**config.mk**
```make
export PLATFORM = sky130hd
export DESIGN_NAME = mem_arbiter_flat
export DESIGN_NICKNAME = d
export VERILOG_FILES = /design/src/rtl/mem_arb_pkg.sv /design/src/rtl/mem_arb_if.sv /design/src/rtl/mem_arb_timer.sv /design/src/rtl/mem_arbiter.sv /design/src/flat_wrapper.sv
export SDC_FILE = /design/constraint.sdc
export NUM_CORES = 1
export LEC_CHECK = 0
export ABC_AREA = 0
export BUFFER_PORTS_ARGS = -buffer_cell sky130_fd_sc_hd__buf_2
export CORE_AREA = 5 5 280 282
export CTS_CLUSTER_DIAMETER = 120
export DETAILED_ROUTE_END_ITERATION = 12
export DIE_AREA = 0 0 285 287
export GPL_TIMING_DRIVEN = 0
export PLACE_DENSITY = 0.38
export SLEW_MARGIN = 10
export SYNTH_ARGS = -nofsm -noshare
export SYNTH_HDL_FRONTEND = slang
export SYNTH_SLANG_ARGS = --single-unit
export TNS_END_PERCENT = 30
```
**constraint.sdc**
```tcl
create_clock -name clk -period 1.6 [get_ports clk]
set_input_delay 0.08 -clock clk [delete_from_list [all_inputs] [get_ports clk]]
set_output_delay 0.08 -clock clk [all_outputs]
set_load 0.005 [all_outputs]
```
**src/rtl/mem_arb_pkg.sv**
```systemverilog
// Shared definitions for the main-memory arbiter and the cache controllers using it.
// State encoding, default bus widths and requester owner IDs.
package mem_arb_pkg;

  localparam int unsigned ADDR_W_DEF = 28;
  localparam int unsigned DATA_W_DEF = 128;

  typedef enum logic [1:0] {
    IDLE    = 2'd0,
    SERVE_I = 2'd1,
    SERVE_D = 2'd2
  } arb_state_e;

  typedef enum logic {
    OWNER_I = 1'b0,
    OWNER_D = 1'b1
  } owner_e;

  // Which requester owns the memory port in a given arbiter state.
  function automatic owner_e state_owner(input arb_state_e s);
    return (s == SERVE_D) ? OWNER_D : OWNER_I;
  endfunction

endpackage

```
**src/rtl/mem_arb_if.sv**
```systemverilog
// Main-memory command/response port: arbiter drives the command, memory answers.
interface mem_arb_if
  import mem_arb_pkg::*;
#(
  parameter int unsigned ADDR_W = ADDR_W_DEF,
  parameter int unsigned DATA_W = DATA_W_DEF
);

  logic              mem_read;
  logic              mem_write;
  logic [ADDR_W-1:0] mem_addr;
  logic [DATA_W-1:0] mem_wdata;
  logic [DATA_W-1:0] mem_rdata;
  logic              mem_ready;

  modport master (
    output mem_read, mem_write, mem_addr, mem_wdata,
    input  mem_rdata, mem_ready
  );

  modport slave (
    input  mem_read, mem_write, mem_addr, mem_wdata,
    output mem_rdata, mem_ready
  );

endinterface

```
**src/rtl/mem_arb_timer.sv**
```systemverilog
// Transaction timeout counter; only used when the arbiter is built with ARB_TIMEOUT_EN.
module mem_arb_timer
  import mem_arb_pkg::*;
#(
  parameter int unsigned LIMIT = 1023
) (
  input  logic clk,
  input  logic rst_n,
  input  logic clear,
  input  logic enable,
  output logic expired_c
);

  localparam int unsigned CNT_W = (LIMIT < 1) ? 1 : $clog2(LIMIT + 1);

  logic [CNT_W-1:0] cnt;

  // Counts serve cycles and parks at LIMIT so the expiry stays visible.
  always_ff @(posedge clk or negedge rst_n) begin
    if (!rst_n) begin
      cnt <= '0;
    end else if (clear) begin
      cnt <= '0;
    end else if (enable && (cnt != CNT_W'(LIMIT))) begin
      cnt <= cnt + CNT_W'(1);
    end
  end

  assign expired_c = enable && (cnt == CNT_W'(LIMIT));

endmodule

```
**src/rtl/mem_arbiter.sv**
```systemverilog
// Arbitrates the single main-memory port between I-cache fills and D-cache fills/write-backs.
// Optional build macro ARB_TIMEOUT_EN adds a per-transaction timeout with a sticky arb_err.
module mem_arbiter
  import mem_arb_pkg::*;
#(
  parameter int unsigned ADDR_W       = ADDR_W_DEF,
  parameter int unsigned DATA_W       = DATA_W_DEF,
  parameter int unsigned MAX_D_STREAK = 2,
  parameter int unsigned TIMEOUT_CYC  = 1023
) (
  input  logic              clk,
  input  logic              rst_n,
  input  logic              i_read,
  input  logic [ADDR_W-1:0] i_addr,
  output logic [DATA_W-1:0] i_rdata,
  output logic              i_ready,
  input  logic              d_read,
  input  logic              d_write,
  input  logic [ADDR_W-1:0] d_addr,
  input  logic [DATA_W-1:0] d_wdata,
  output logic [DATA_W-1:0] d_rdata,
  output logic              d_ready,
  mem_arb_if.master         mem,
  output logic              arb_err
);

  localparam int unsigned STREAK_W = (MAX_D_STREAK < 1) ? 1 : $clog2(MAX_D_STREAK + 1);

  arb_state_e          state;
  logic [STREAK_W-1:0] streak;

  logic   d_req_c;
  logic   d_win_c;
  logic   streak_full_c;
  logic   serving_c;
  logic   mem_done_c;
  logic   expired_c;
  logic   done_c;
  owner_e owner_c;

  assign d_req_c       = d_read | d_write;
  assign streak_full_c = (streak == STREAK_W'(MAX_D_STREAK));
  // D keeps priority unless I has been passed over MAX_D_STREAK times in a row.
  assign d_win_c       = d_req_c && !(i_read && streak_full_c);
  assign serving_c     = (state == SERVE_I) || (state == SERVE_D);
  assign mem_done_c    = serving_c && mem.mem_ready;
  assign done_c        = mem_done_c || (serving_c && expired_c);
  assign owner_c       = state_owner(state);

  assign i_ready = done_c && (owner_c == OWNER_I);
  assign d_ready = done_c && (owner_c == OWNER_D);
  assign i_rdata = (mem_done_c && (owner_c == OWNER_I)) ? mem.mem_rdata : '0;
  assign d_rdata = (mem_done_c && (owner_c == OWNER_D)) ? mem.mem_rdata : '0;

  // Grant, command register and streak tracking.
  always_ff @(posedge clk or negedge rst_n) begin
    if (!rst_n) begin
      state         <= IDLE;
      streak        <= '0;
      mem.mem_read  <= 1'b0;
      mem.mem_write <= 1'b0;
      mem.mem_addr  <= '0;
      mem.mem_wdata <= '0;
    end else begin
      case (state)
        IDLE: begin
          if (d_win_c) begin
            // A write-back takes precedence over a simultaneous fill from the D side.
            state         <= SERVE_D;
            mem.mem_write <= d_write;
            mem.mem_read  <= !d_write;
            mem.mem_addr  <= d_addr;
            mem.mem_wdata <= d_write ? d_wdata : '0;
            if (!i_read) begin
              streak <= '0;
            end else if (!streak_full_c) begin
              streak <= streak + STREAK_W'(1);
            end
          end else if (i_read) begin
            state         <= SERVE_I;
            mem.mem_read  <= 1'b1;
            mem.mem_write <= 1'b0;
            mem.mem_addr  <= i_addr;
            mem.mem_wdata <= '0;
            streak        <= '0;
          end
        end
        SERVE_I, SERVE_D: begin
          if (done_c) begin
            state         <= IDLE;
            mem.mem_read  <= 1'b0;
            mem.mem_write <= 1'b0;
          end
        end
        default: begin
          state         <= IDLE;
          mem.mem_read  <= 1'b0;
          mem.mem_write <= 1'b0;
        end
      endcase
    end
  end

`ifdef ARB_TIMEOUT_EN
  logic err_q;

  mem_arb_timer #(
    .LIMIT(TIMEOUT_CYC)
  ) u_timer (
    .clk       (clk),
    .rst_n     (rst_n),
    .clear     (!serving_c),
    .enable    (serving_c),
    .expired_c (expired_c)
  );

  // A completing mem_ready in the expiry cycle is a normal finish, not an error.
  always_ff @(posedge clk or negedge rst_n) begin
    if (!rst_n) begin
      err_q <= 1'b0;
    end else if (serving_c && expired_c && !mem.mem_ready) begin
      err_q <= 1'b1;
    end
  end

  assign arb_err = err_q;
`else
  logic unused_timeout;

  assign expired_c      = 1'b0;
  assign arb_err        = 1'b0;
  assign unused_timeout = ^TIMEOUT_CYC;
`endif

endmodule

```
**src/flat_wrapper.sv**
```systemverilog
// flat-port wrapper written by rule: the top's interface ports become plain ports
module mem_arbiter_flat import mem_arb_pkg::*;
#(
  parameter int unsigned ADDR_W       = ADDR_W_DEF,
  parameter int unsigned DATA_W       = DATA_W_DEF,
  parameter int unsigned MAX_D_STREAK = 2,
  parameter int unsigned TIMEOUT_CYC  = 1023
)
  (clk, rst_n, i_read, i_addr, i_rdata, i_ready, d_read, d_write, d_addr, d_wdata, d_rdata, d_ready, arb_err, mem_mem_read, mem_mem_write, mem_mem_addr, mem_mem_wdata, mem_mem_rdata, mem_mem_ready);
  mem_arb_if #(.ADDR_W(ADDR_W), .DATA_W(DATA_W)) mem_i ();
  input  logic clk;
  input  logic rst_n;
  input  logic i_read;
  input  logic [ADDR_W-1:0] i_addr;
  output logic [DATA_W-1:0] i_rdata;
  output logic i_ready;
  input  logic d_read;
  input  logic d_write;
  input  logic [ADDR_W-1:0] d_addr;
  input  logic [DATA_W-1:0] d_wdata;
  output logic [DATA_W-1:0] d_rdata;
  output logic d_ready;
  output logic arb_err;
  output wire logic [$bits(mem_i.mem_read)-1:0] mem_mem_read;
  output wire logic [$bits(mem_i.mem_write)-1:0] mem_mem_write;
  output wire logic [$bits(mem_i.mem_addr)-1:0] mem_mem_addr;
  output wire logic [$bits(mem_i.mem_wdata)-1:0] mem_mem_wdata;
  input wire logic [$bits(mem_i.mem_rdata)-1:0] mem_mem_rdata;
  input wire logic [$bits(mem_i.mem_ready)-1:0] mem_mem_ready;
  assign mem_mem_read = mem_i.mem_read;
  assign mem_mem_write = mem_i.mem_write;
  assign mem_mem_addr = mem_i.mem_addr;
  assign mem_mem_wdata = mem_i.mem_wdata;
  assign mem_i.mem_rdata = mem_mem_rdata;
  assign mem_i.mem_ready = mem_mem_ready;
  mem_arbiter #(.ADDR_W(ADDR_W), .DATA_W(DATA_W), .MAX_D_STREAK(MAX_D_STREAK), .TIMEOUT_CYC(TIMEOUT_CYC)) u_core (.clk(clk), .rst_n(rst_n), .i_read(i_read), .i_addr(i_addr), .i_rdata(i_rdata), .i_ready(i_ready), .d_read(d_read), .d_write(d_write), .d_addr(d_addr), .d_wdata(d_wdata), .d_rdata(d_rdata), .d_ready(d_ready), .mem(mem_i), .arb_err(arb_err));
endmodule
```
==> flow_summary.toml, run 1 <==
[outcome]
outcome = "complete, but fails checks"
violations = "setup timing"

[worst_setup_path]
critPathMaxFanout = 10
worstPathCellList = "inv_2 -> ha_4 -> and3_4 -> clkbuf_16 -> clkbuf_16 -> and2_1 -> buf_2"
slowest_stage = "dfrtp_1"
crit_arrival_ns = 2.15
path_class = "reg2out"
crit_top_cell = "clkbuf_16"
worstSetupStartpointType = "flip-flop"
cp-end-kind = "output port"
required_ns = 1.52
cpPeakStageDelay_ns = 0.36

[sta]
finClkSkew_ns = 0.0184
whs_ns = 0.107
timing.fmax_mhz = 449
slew_violations = 0
rsz0062_at_grt = "true"
setup_violations = 285
maxSlewHeadroom = 0.585
finalWorstSetupSlack_ns = -0.629
hold_viol = 0
setup_tns_ns = -139.04
post-route-min-period_ns = 2.23
fin_crit_sh = 1.39
worst_pin_slew_ns = 0.622

[clocking]
cts_tree = "done"
ctsHtreeMaxLevel = 4
cts_buffer_depth = 2
root_buffer = "clkbuf_16"
clkLatencyLatePin_ns = 0.48
cts_buffers = 17
cts_sinks = 162
clk_pin_slew_ns = 0.06

[power_and_ir_drop]
leakagePower_nw = 9.41
irDropWorstVdd_mv = 1.00
p_per_area_nw_per_um2 = 1540

[grt]
grtUsageMet2 = 0.297
grt_pass1_vias = 11800
grt_max_degree = 90
grt_util_all_layers = 0.166
grt.busiest_layer = "met2"
grt_use_met3 = 0.0499
gr-usage-met1 = 0.184
antenna_found_initial = 56
grt_overflow = 0
grt_pass1_wl_mm = 94.6

[placement]
gp_congestion = 0.945
io_buffers = 733
place_ws_ns = -1.01
dp_hpwl_mm = 59.4

[synthesis]
synthMuxAreaShare = 0.0333
synth_compound_area_frac = 0.103
syn_area_sq_um = 8420
yosys_warnings = 0
syn_inst = 995
synth_xor_area_frac = 0
synthFlopType = "dfrtp_1"
synth.distinct_cells = 25
synth_top_family_by_area = "simple AND/OR/NAND/NOR gates"
post_synth_and_or_nand_nor_area_fraction = 0.323
synth-adder-area-share = 0.00446
synth_edf_count = 0
synth_area_per_cell_sq_um = 8.46
ys_ff_latch = 162
synth_seq_area_share = 0.482
synth_nets = 1316
synthArstFlopShare = 1.00

[floorplanning]
core_sq_um = 75400
dieArea_sq_um = 81800
initial_core_util = 0.112
die_h_microns = 287
fp-row-count = 101
die_x_microns = 285
pin_count = 735

[flow_run]
maxCapViolations = 0

[detailed_routing]
antenna_left = 0
wl_mm = 71.8
vias_per_cell = 3.74
first_iter_violations = 514
routedWlPerCell_microns = 24.3
dr.pass1.iters = 5
route.vias.total = 11100
drc = 0

[layout]
drive_above_1_share = 0.515
syn_to_final_growth_pct = 115
nets = 2284

[worst_hold_path]
min-delay-path-class = "in2reg"
[worst max-delay path, delay by kind of cell, from the launching register on]
kind	cells	cell delay [ns]
buf+inv	4	0.59
simple gates	2	0.44
flops	1	0.36
fa+ha+maj	1	0.28
[cell usage after synthesis, types with 2 or more instances]
cell | instances | area [sq um]
and2_1 | 256 | 1600
a22o_1 | 2 | 17.5
ha_1 | 3 | 37.5
nand2_1 | 287 | 1080
o21ai_0 | 29 | 145
buf_4 | 22 | 165
a21o_1 | 3 | 22.5
clkbuf_2 | 14 | 70.1
clkbuf_1 | 27 | 101
o21ai_1 | 129 | 646
nor3_1 | 3 | 15.0
buf_2 | 15 | 75.1
dfrtp_1 | 162 | 4050
buf_6 | 2 | 22.5
inv_1 | 3 | 11.3
mux2i_1 | 28 | 280
nor2_1 | 2 | 7.51
[sequential cells by signal, indices dropped and copies added (netlist names)]
signal                cells
u_core.mem.mem_addr      28
u_core.state              2
u_core.mem.mem_wdata    128
u_core.mem.mem_read       1
u_core.mem.mem_write      1
u_core.streak             2
[report_power, final]
part           switching [W]  internal, W  total (W)  leakage [nW]
registers            0.00110      0.00616    0.00726          2.09
clock network        0.00199      0.00234    0.00433         0.275
logic                0.00825      0.00804     0.0163          7.04
total                 0.0113       0.0165     0.0279          9.41
[layout make-up]
| class | instances | area [sq um] |
|---|---|---|
| antenna | 7 | 17.5 |
| buffer | 80 | 977 |
| clock buffer | 20 | 437 |
| clock inverter | 12 | 146 |
| fill | 8288 | 57300 |
| inverter | 3 | 11.3 |
| multi-input combinational | 749 | 4320 |
| sequential | 162 | 4050 |
| tap | 978 | 1220 |
| timing repair buffer | 950 | 6930 |
[layout by cell type (no fill, tap or decap), types with 2 or more instances in the layout]
cell type,n
clkbuf_2,14
clkinvlp_4,3
mux2i_1,27
buf_12,6
inv_6,6
and2_1,123
nor3_1,3
nand2_1,286
a21o_1,3
buf_2,600
diode_2,7
clkbuf_16,36
o21ai_1,129
clkbuf_4,2
inv_2,2
and2_4,133
dfrtp_1,162
buf_6,150
ha_4,2
buf_8,22
bufinv_16,2
buf_4,22
o21ai_0,29
clkbuf_8,5
buf_16,4
a22o_1,2
dlygate4sd3_1,186
clkbuf_1,3
[per-layer routing]
metal / vias up / part of all wire
met5: - / 0.00096
met1: 5274 / 0.38
met3: 136 / 0.073
met4: 10 / 0.033
li1: 5094 / -
met2: 559 / 0.51
[metrics by stage]
stage | cell area (sq um) | total power (W) | instances | utilization
floorplan | 8420 | 0.0125 | 995 | -
global placement | 13300 | 0.0196 | 2706 | 0.176
detailed placement | 13300 | 0.0196 | 2707 | 0.177
CTS | 17300 | 0.0273 | 2941 | 0.230
global route | 18100 | 0.0298 | 2957 | 0.240
finish | 18100 | 0.0279 | 2961 | 0.240
[worst paths after layout]
check / cells after the start / slack, ns / start / to
max: 7 / -0.63 / u_core.state[0]$_DFFE_PN0P_ / d_rdata[15]
min: 4 / 0.11 / mem_mem_ready / u_core.mem.mem_read$_DFFE_PN0P_
max reg2reg: 6 / -0.12 / u_core.streak[0]$_DFFE_PN0P_ / u_core.mem.mem_addr[1]$_DFFE_PN0P_
min reg2reg: 1 / 0.48 / u_core.streak[0]$_DFFE_PN0P_ / u_core.streak[0]$_DFFE_PN0P_
max in group asynchronous: 3 / 0.54 / rst_n / u_core.mem.mem_addr[25]$_DFFE_PN0P_
min in group asynchronous: 2 / 0.15 / rst_n / u_core.mem.mem_wdata[26]$_DFFE_PN0P_
[what timing repair did]
action | CTS | global route
endpoints found under the hold margin | 231 | 0
hold buffers | 186 | 0
buffers inserted | 5 | 3
pin swaps | 67 | 35
gates cloned | 12 | 10
resized for setup | 333 | 149
endpoints found under the setup margin | 420 | 419
[cells by family (layout without fill, tap and decap cells)]
family,count (synthesis),count (layout)
AO/OA/AOI/OAI,166,166
adder cells (fa/ha/maj),3,3
buffers and inverters,84,1065
flip-flops,162,162
multiplexers,28,28
other,1,8
AND/OR/NAND/NOR,551,551
No activity file was read; power rests on OpenSTA's default activity.
==> run 2: changes to the inputs <==
CORE_AREA = 2 2 285 287   (was 5 5 280 282)
DIE_AREA = 0 0 287 289   (was 0 0 285 287)
PLACE_DENSITY = 0.37   (was 0.38)
RECOVER_POWER = 50   (was default)
==> run 2 against run 1 <==
The run still ends with setup timing left. Highest routed layer unchanged. Sequential share of layout area is 0.30 points higher. Clock power fell by 2%. Largest power group unchanged. Die area increased by 1.4%. Critical path depth grew 1. Clock skew is 0.0051 ns higher. Via count is 1.0% higher.
==> flow_summary.toml, run 2 (synthesis results as in run 1) <==
[outcome]
outcome = "complete, but fails checks"
violations = "setup timing"

[clocking]
clkLatencyLatePin_ns = 0.48
cts_tree = "done"
cts_buffer_depth = 2
cts_sinks = 162
clk_pin_slew_ns = 0.08
cts_buffers = 17
ctsHtreeMaxLevel = 4
root_buffer = "clkbuf_16"

[floorplanning]
dieArea_sq_um = 82900
fp-row-count = 104
pin_count = 735
die_h_microns = 289
initial_core_util = 0.105
die_x_microns = 287
core_sq_um = 79900

[grt]
grt_pass1_vias = 11300
grt_util_all_layers = 0.152
grt_overflow = 0
grt_max_degree = 100
antenna_found_initial = 51
grt_pass1_wl_mm = 87.5

[worst_setup_path]
path_class = "reg2out"
crit_buf_inv = 5
required_ns = 1.52
crit_top_cell = "buf_12"
slowest_stage = "dfrtp_1"
worstPathCellList = "buf_4 -> ha_2 -> nor2_4 -> buf_12 -> buf_12 -> clkbuf_16 -> and2_4 -> buf_6"
cpPeakStageDelay_ns = 0.40
critPathMaxFanout = 6
critPathTopFamily = "buffers and inverters"
cp-end-kind = "output port"
crit_arrival_ns = 2.14
worstSetupStartpointType = "flip-flop"

[detailed_routing]
vias_per_cell = 3.68
drc = 0
dr.pass1.iters = 5
first_iter_violations = 513
wl_mm = 66.7
routedWlPerCell_microns = 22.0
route.vias.total = 11200
antenna_left = 0

[placement]
dp_hpwl_mm = 54.1
io_buffers = 733
post-place-cells = 2789
place_ws_ns = -0.843
gp_congestion = 0.963

[sta]
finalWorstSetupSlack_ns = -0.622
fin_crit_sh = 1.39
finClkSkew_ns = 0.0234
maxSlewHeadroom = 0.298
slew_violations = 0
post-route-min-period_ns = 2.22
whs_ns = 0.0892
hold_viol = 0
worst_pin_slew_ns = 1.05
rsz0062_at_grt = "true"
timing.fmax_mhz = 450
setup_violations = 287

[layout]
final_common_cell = "buf_2"
instances_no_fill = 3037
top_register = "u_core.mem.mem_wdata"
drive_above_1_share = 0.470
largest_reg_flops = 128
nets = 2277
layout_common_cells = "535 x buf_2, 286 x nand2_1, 186 x dlygate4sd3_1, 162 x dfrtp_1, 143 x buf_6"
multiInputGateArea_sq_um = 4300
n_fill_cell = 8956
regArea_sq_um = 4050
largestRegisters = "u_core.mem.mem_wdata: 128 flops, u_core.mem.mem_addr: 28 flops"
syn_to_final_growth_pct = 112

[power_and_ir_drop]
finalPower_w = 0.0271
p_per_area_nw_per_um2 = 1510
leakagePower_nw = 9.02
irDropWorstVdd_mv = 0.895

[flow_run]
maxCapViolations = 0

[worst_hold_path]
min-delay-path-class = "in2reg"
## run 2: routing by layer
metal	wire length, microns	vias up	global-route usage	share of wire
li1	-	5087	-	-
met1	25900	5323	0.181	0.39
met2	32700	598	0.259	0.49
met3	5640	167	0.0425	0.084
met4	2440	10	0.0564	0.037
met5	61	-	0	0.00091
## run 2: report_power, final
part / leakage (nW) / internal [W] / switching (W) / total, W
clock: 0.269 / 0.00234 / 0.00192 / 0.00426
combinational: 6.66 / 0.00764 / 0.00785 / 0.0155
sequential: 2.09 / 0.00616 / 0.00114 / 0.00731
total: 9.02 / 0.0161 / 0.0109 / 0.0271
## run 2: final timing paths
kind                                                       from                               endpoint  slack [ns]  depth (start not counted)
max                                 u_core.state[1]$_DFFE_PN0P_                            i_rdata[46]       -0.62                          8
min                                               mem_mem_ready            u_core.state[0]$_DFFE_PN0P_        0.09                          4
max reg2reg                        u_core.streak[0]$_DFFE_PN0P_    u_core.mem.mem_addr[20]$_DFFE_PN0P_       -0.25                          6
min reg2reg                u_core.mem.mem_wdata[75]$_DFFE_PN0P_   u_core.mem.mem_wdata[75]$_DFFE_PN0P_        0.48                          2
max in group asynchronous                                 rst_n  u_core.mem.mem_wdata[124]$_DFFE_PN0P_        0.12                          3
min in group asynchronous                                 rst_n   u_core.mem.mem_wdata[34]$_DFFE_PN0P_        0.32                          2
## run 2: final cells by class
cell class,count,share of cell area
well taps,1060,0.0742
flip-flops and latches,162,0.227
repair buffers,942,0.369
inverters,3,0.000630
clock buffers,20,0.0250
diodes,9,0.00126
clock inverters,11,0.00728
plain buffers,81,0.0552
multi-input cells,749,0.241
## run 2: tightest hold or removal path, cell delays in order
cell and delay (ns):
buf_2 0.13, nor2b_1 0.09, nor3_1 0.14, a21o_1 0.10
## run 2: stage by stage
step / cell area, sq um / setup TNS [ns] / util
5_1_grt: 17900 / -185.19 / 0.224
3_3_place_gp: 13400 / -573.96 / 0.168
3_5_place_dp: 13400 / -181.70 / 0.168
4_1_cts: 17100 / -172.37 / 0.214
6_report: 17900 / -137.94 / 0.224
2_1_floorplan: 8420 / 0 / -
## run 2: repair_timing
action                                  CTS  global route
pin swaps                                59            55
endpoints found under the setup margin  420           420
hold buffers                            186             0
setup buffers                             5             0
gates cloned                             10             7
hold endpoints to repair                221             0
resized for setup                       244           208
==> run 3: changes to the inputs <==
RECOVER_POWER = default   (was 50)
==> run 3 against run 2 <==
The flow still finishes with violations (setup timing). Cell count shrank 0.23%. Combinational power is essentially flat. Via count is essentially flat. Final area grew 0.54%. Critical path depth is the same. Die area is the same. Flip-flop and latch count is the same. Routed wire length shrank 0.27%. Maximum frequency grew 0.10%. Clock-buffer cell count is the same. Clock skew shrank 0.00072 ns. Clock power is essentially flat. Largest cell class unchanged. Highest routed layer unchanged.
==> flow_summary.toml, run 3 (synthesis results as in run 1) <==
[outcome]
outcome = "complete, but fails checks"
violations = "setup timing"

[floorplanning]
die_h_microns = 289
initial_core_util = 0.105
die_x_microns = 287
dieArea_sq_um = 82900
fp-row-count = 104
pin_count = 735
core_sq_um = 79900

[detailed_routing]
dr.pass1.iters = 5
antenna_left = 0
first_iter_violations = 479
routedWlPerCell_microns = 22.0
drc = 0
vias_per_cell = 3.69
route.vias.total = 11200
wl_mm = 66.5

[worst_setup_path]
crit_arrival_ns = 2.14
cp_num_cells = 8
crit_top_cell = "buf_12"
required_ns = 1.52
cp-end-kind = "output port"
cpPeakStageDelay_ns = 0.40
path_class = "reg2out"
critPathMaxFanout = 6
worstPathCellList = "buf_4 -> ha_2 -> nor2_4 -> buf_12 -> buf_12 -> clkbuf_16 -> and2_4 -> buf_6"
crit_buf_inv = 5
reg2reg_depth = 6
slowest_stage = "dfrtp_1"
worstSetupStartpointType = "flip-flop"
critPathTopFamily = "buffers and inverters"

[grt]
grt_overflow = 0
grt_pass1_vias = 11300
grt_util_all_layers = 0.152
grt_pass1_wl_mm = 87.5
grt_max_degree = 100
antenna_found_initial = 51

[layout]
nets = 2277
largestRegisters = "u_core.mem.mem_wdata: 128 flops, u_core.mem.mem_addr: 28 flops"
instances_no_fill = 3030
final_common_cell = "buf_2"
finalInstanceArea_sq_um = 18000
regArea_sq_um = 4050
largest_reg_flops = 128
multiInputGateArea_sq_um = 4300
drive_above_1_share = 0.510
n_fill_cell = 8925
top_register = "u_core.mem.mem_wdata"
layout_common_cells = "614 x buf_2, 286 x nand2_1, 186 x dlygate4sd3_1, 162 x dfrtp_1, 143 x buf_6"
syn_to_final_growth_pct = 114

[clocking]
ctsHtreeMaxLevel = 4
root_buffer = "clkbuf_16"
clkLatencyLatePin_ns = 0.48
clk_pin_slew_ns = 0.08
cts_buffer_depth = 2
cts_sinks = 162
cts_buffers = 17
cts_tree = "done"

[sta]
maxSlewHeadroom = 0.593
hold_viol = 0
finalWorstSetupSlack_ns = -0.619
fin_crit_sh = 1.39
timing.fmax_mhz = 451
setup_violations = 286
worst_pin_slew_ns = 0.611
setup_tns_ns = -137.65
slew_violations = 0
finClkSkew_ns = 0.0227
rsz0062_at_grt = "true"
post-route-min-period_ns = 2.22

[placement]
gp_congestion = 0.963
io_buffers = 733
dp_hpwl_mm = 54.1
placed_area_sq_um = 13400
post-place-cells = 2789

[power_and_ir_drop]
irDropWorstVdd_mv = 0.891
finalPower_w = 0.0273
p_per_area_nw_per_um2 = 1520
leakagePower_nw = 9.31

[flow_run]
maxCapViolations = 0

[worst_hold_path]
min_path_cells = 4
min-delay-path-class = "in2reg"
[run 3: repair_timing]
item                       in CTS  in global routing
setup endpoints to repair     420                420
setup buffers                   5                  0
hold buffers                  186                  0
cloned                         10                  7
pin swaps                      59                 55
resized for setup             244                208
hold endpoints to repair      221                  0
[run 3: worst paths after layout]
| path | startpoint | end | slack (ns) |
|---|---|---|---|
| max | u_core.state[1]$_DFFE_PN0P_ | i_rdata[46] | -0.62 |
| min | mem_mem_ready | u_core.state[0]$_DFFE_PN0P_ | 0.09 |
| max reg2reg | u_core.streak[0]$_DFFE_PN0P_ | u_core.mem.mem_addr[20]$_DFFE_PN0P_ | -0.24 |
| min reg2reg | u_core.mem.mem_wdata[75]$_DFFE_PN0P_ | u_core.mem.mem_wdata[75]$_DFFE_PN0P_ | 0.48 |
| max in group asynchronous | rst_n | u_core.mem.mem_wdata[124]$_DFFE_PN0P_ | 0.50 |
| min in group asynchronous | rst_n | u_core.mem.mem_wdata[34]$_DFFE_PN0P_ | 0.14 |
[run 3: area by class of cell]
cell class                      instances  area share
Clock buffer                           20      0.0248
Antenna cell                            2    0.000278
Sequential cell                       162       0.226
Multi-Input combinational cell        749       0.239
Inverter                                3    0.000626
Clock inverter                         11     0.00724
Timing Repair Buffer                  942       0.374
Tap cell                             1060      0.0738
Buffer                                 81      0.0549
[run 3: per-layer routing]
| layer | part of all wire | vias to the layer above | GRT usage |
|---|---|---|---|
| met4 | 0.036 | 10 | 0.0564 |
| li1 | - | 5079 | - |
| met3 | 0.075 | 165 | 0.0425 |
| met2 | 0.49 | 604 | 0.259 |
| met1 | 0.40 | 5324 | 0.181 |
| met5 | 0.00092 | - | 0 |
[run 3: tightest hold or removal path, stage by stage]
cell	delay (ns)
buf_2	0.13
nor2b_1	0.09
nor3_1	0.14
a21o_1	0.10
[run 3: power by group]
group / switching, W / internal (W) / leakage [nW]
sequential: 0.00111 / 0.00616 / 2.09
clock: 0.00192 / 0.00234 / 0.269
combinational: 0.00782 / 0.00791 / 6.95
total: 0.0109 / 0.0164 / 9.31
[run 3: stage by stage]
step,hold WS [ns],util,setup slack [ns]
2_1_floorplan,-0.216,-,0.104
3_3_place_gp,0.313,0.168,-2.52
3_5_place_dp,0.0969,0.168,-0.843
4_1_cts,0.00756,0.214,-0.705
5_1_grt,0.0925,0.225,-0.714
6_report,0.0905,0.225,-0.619
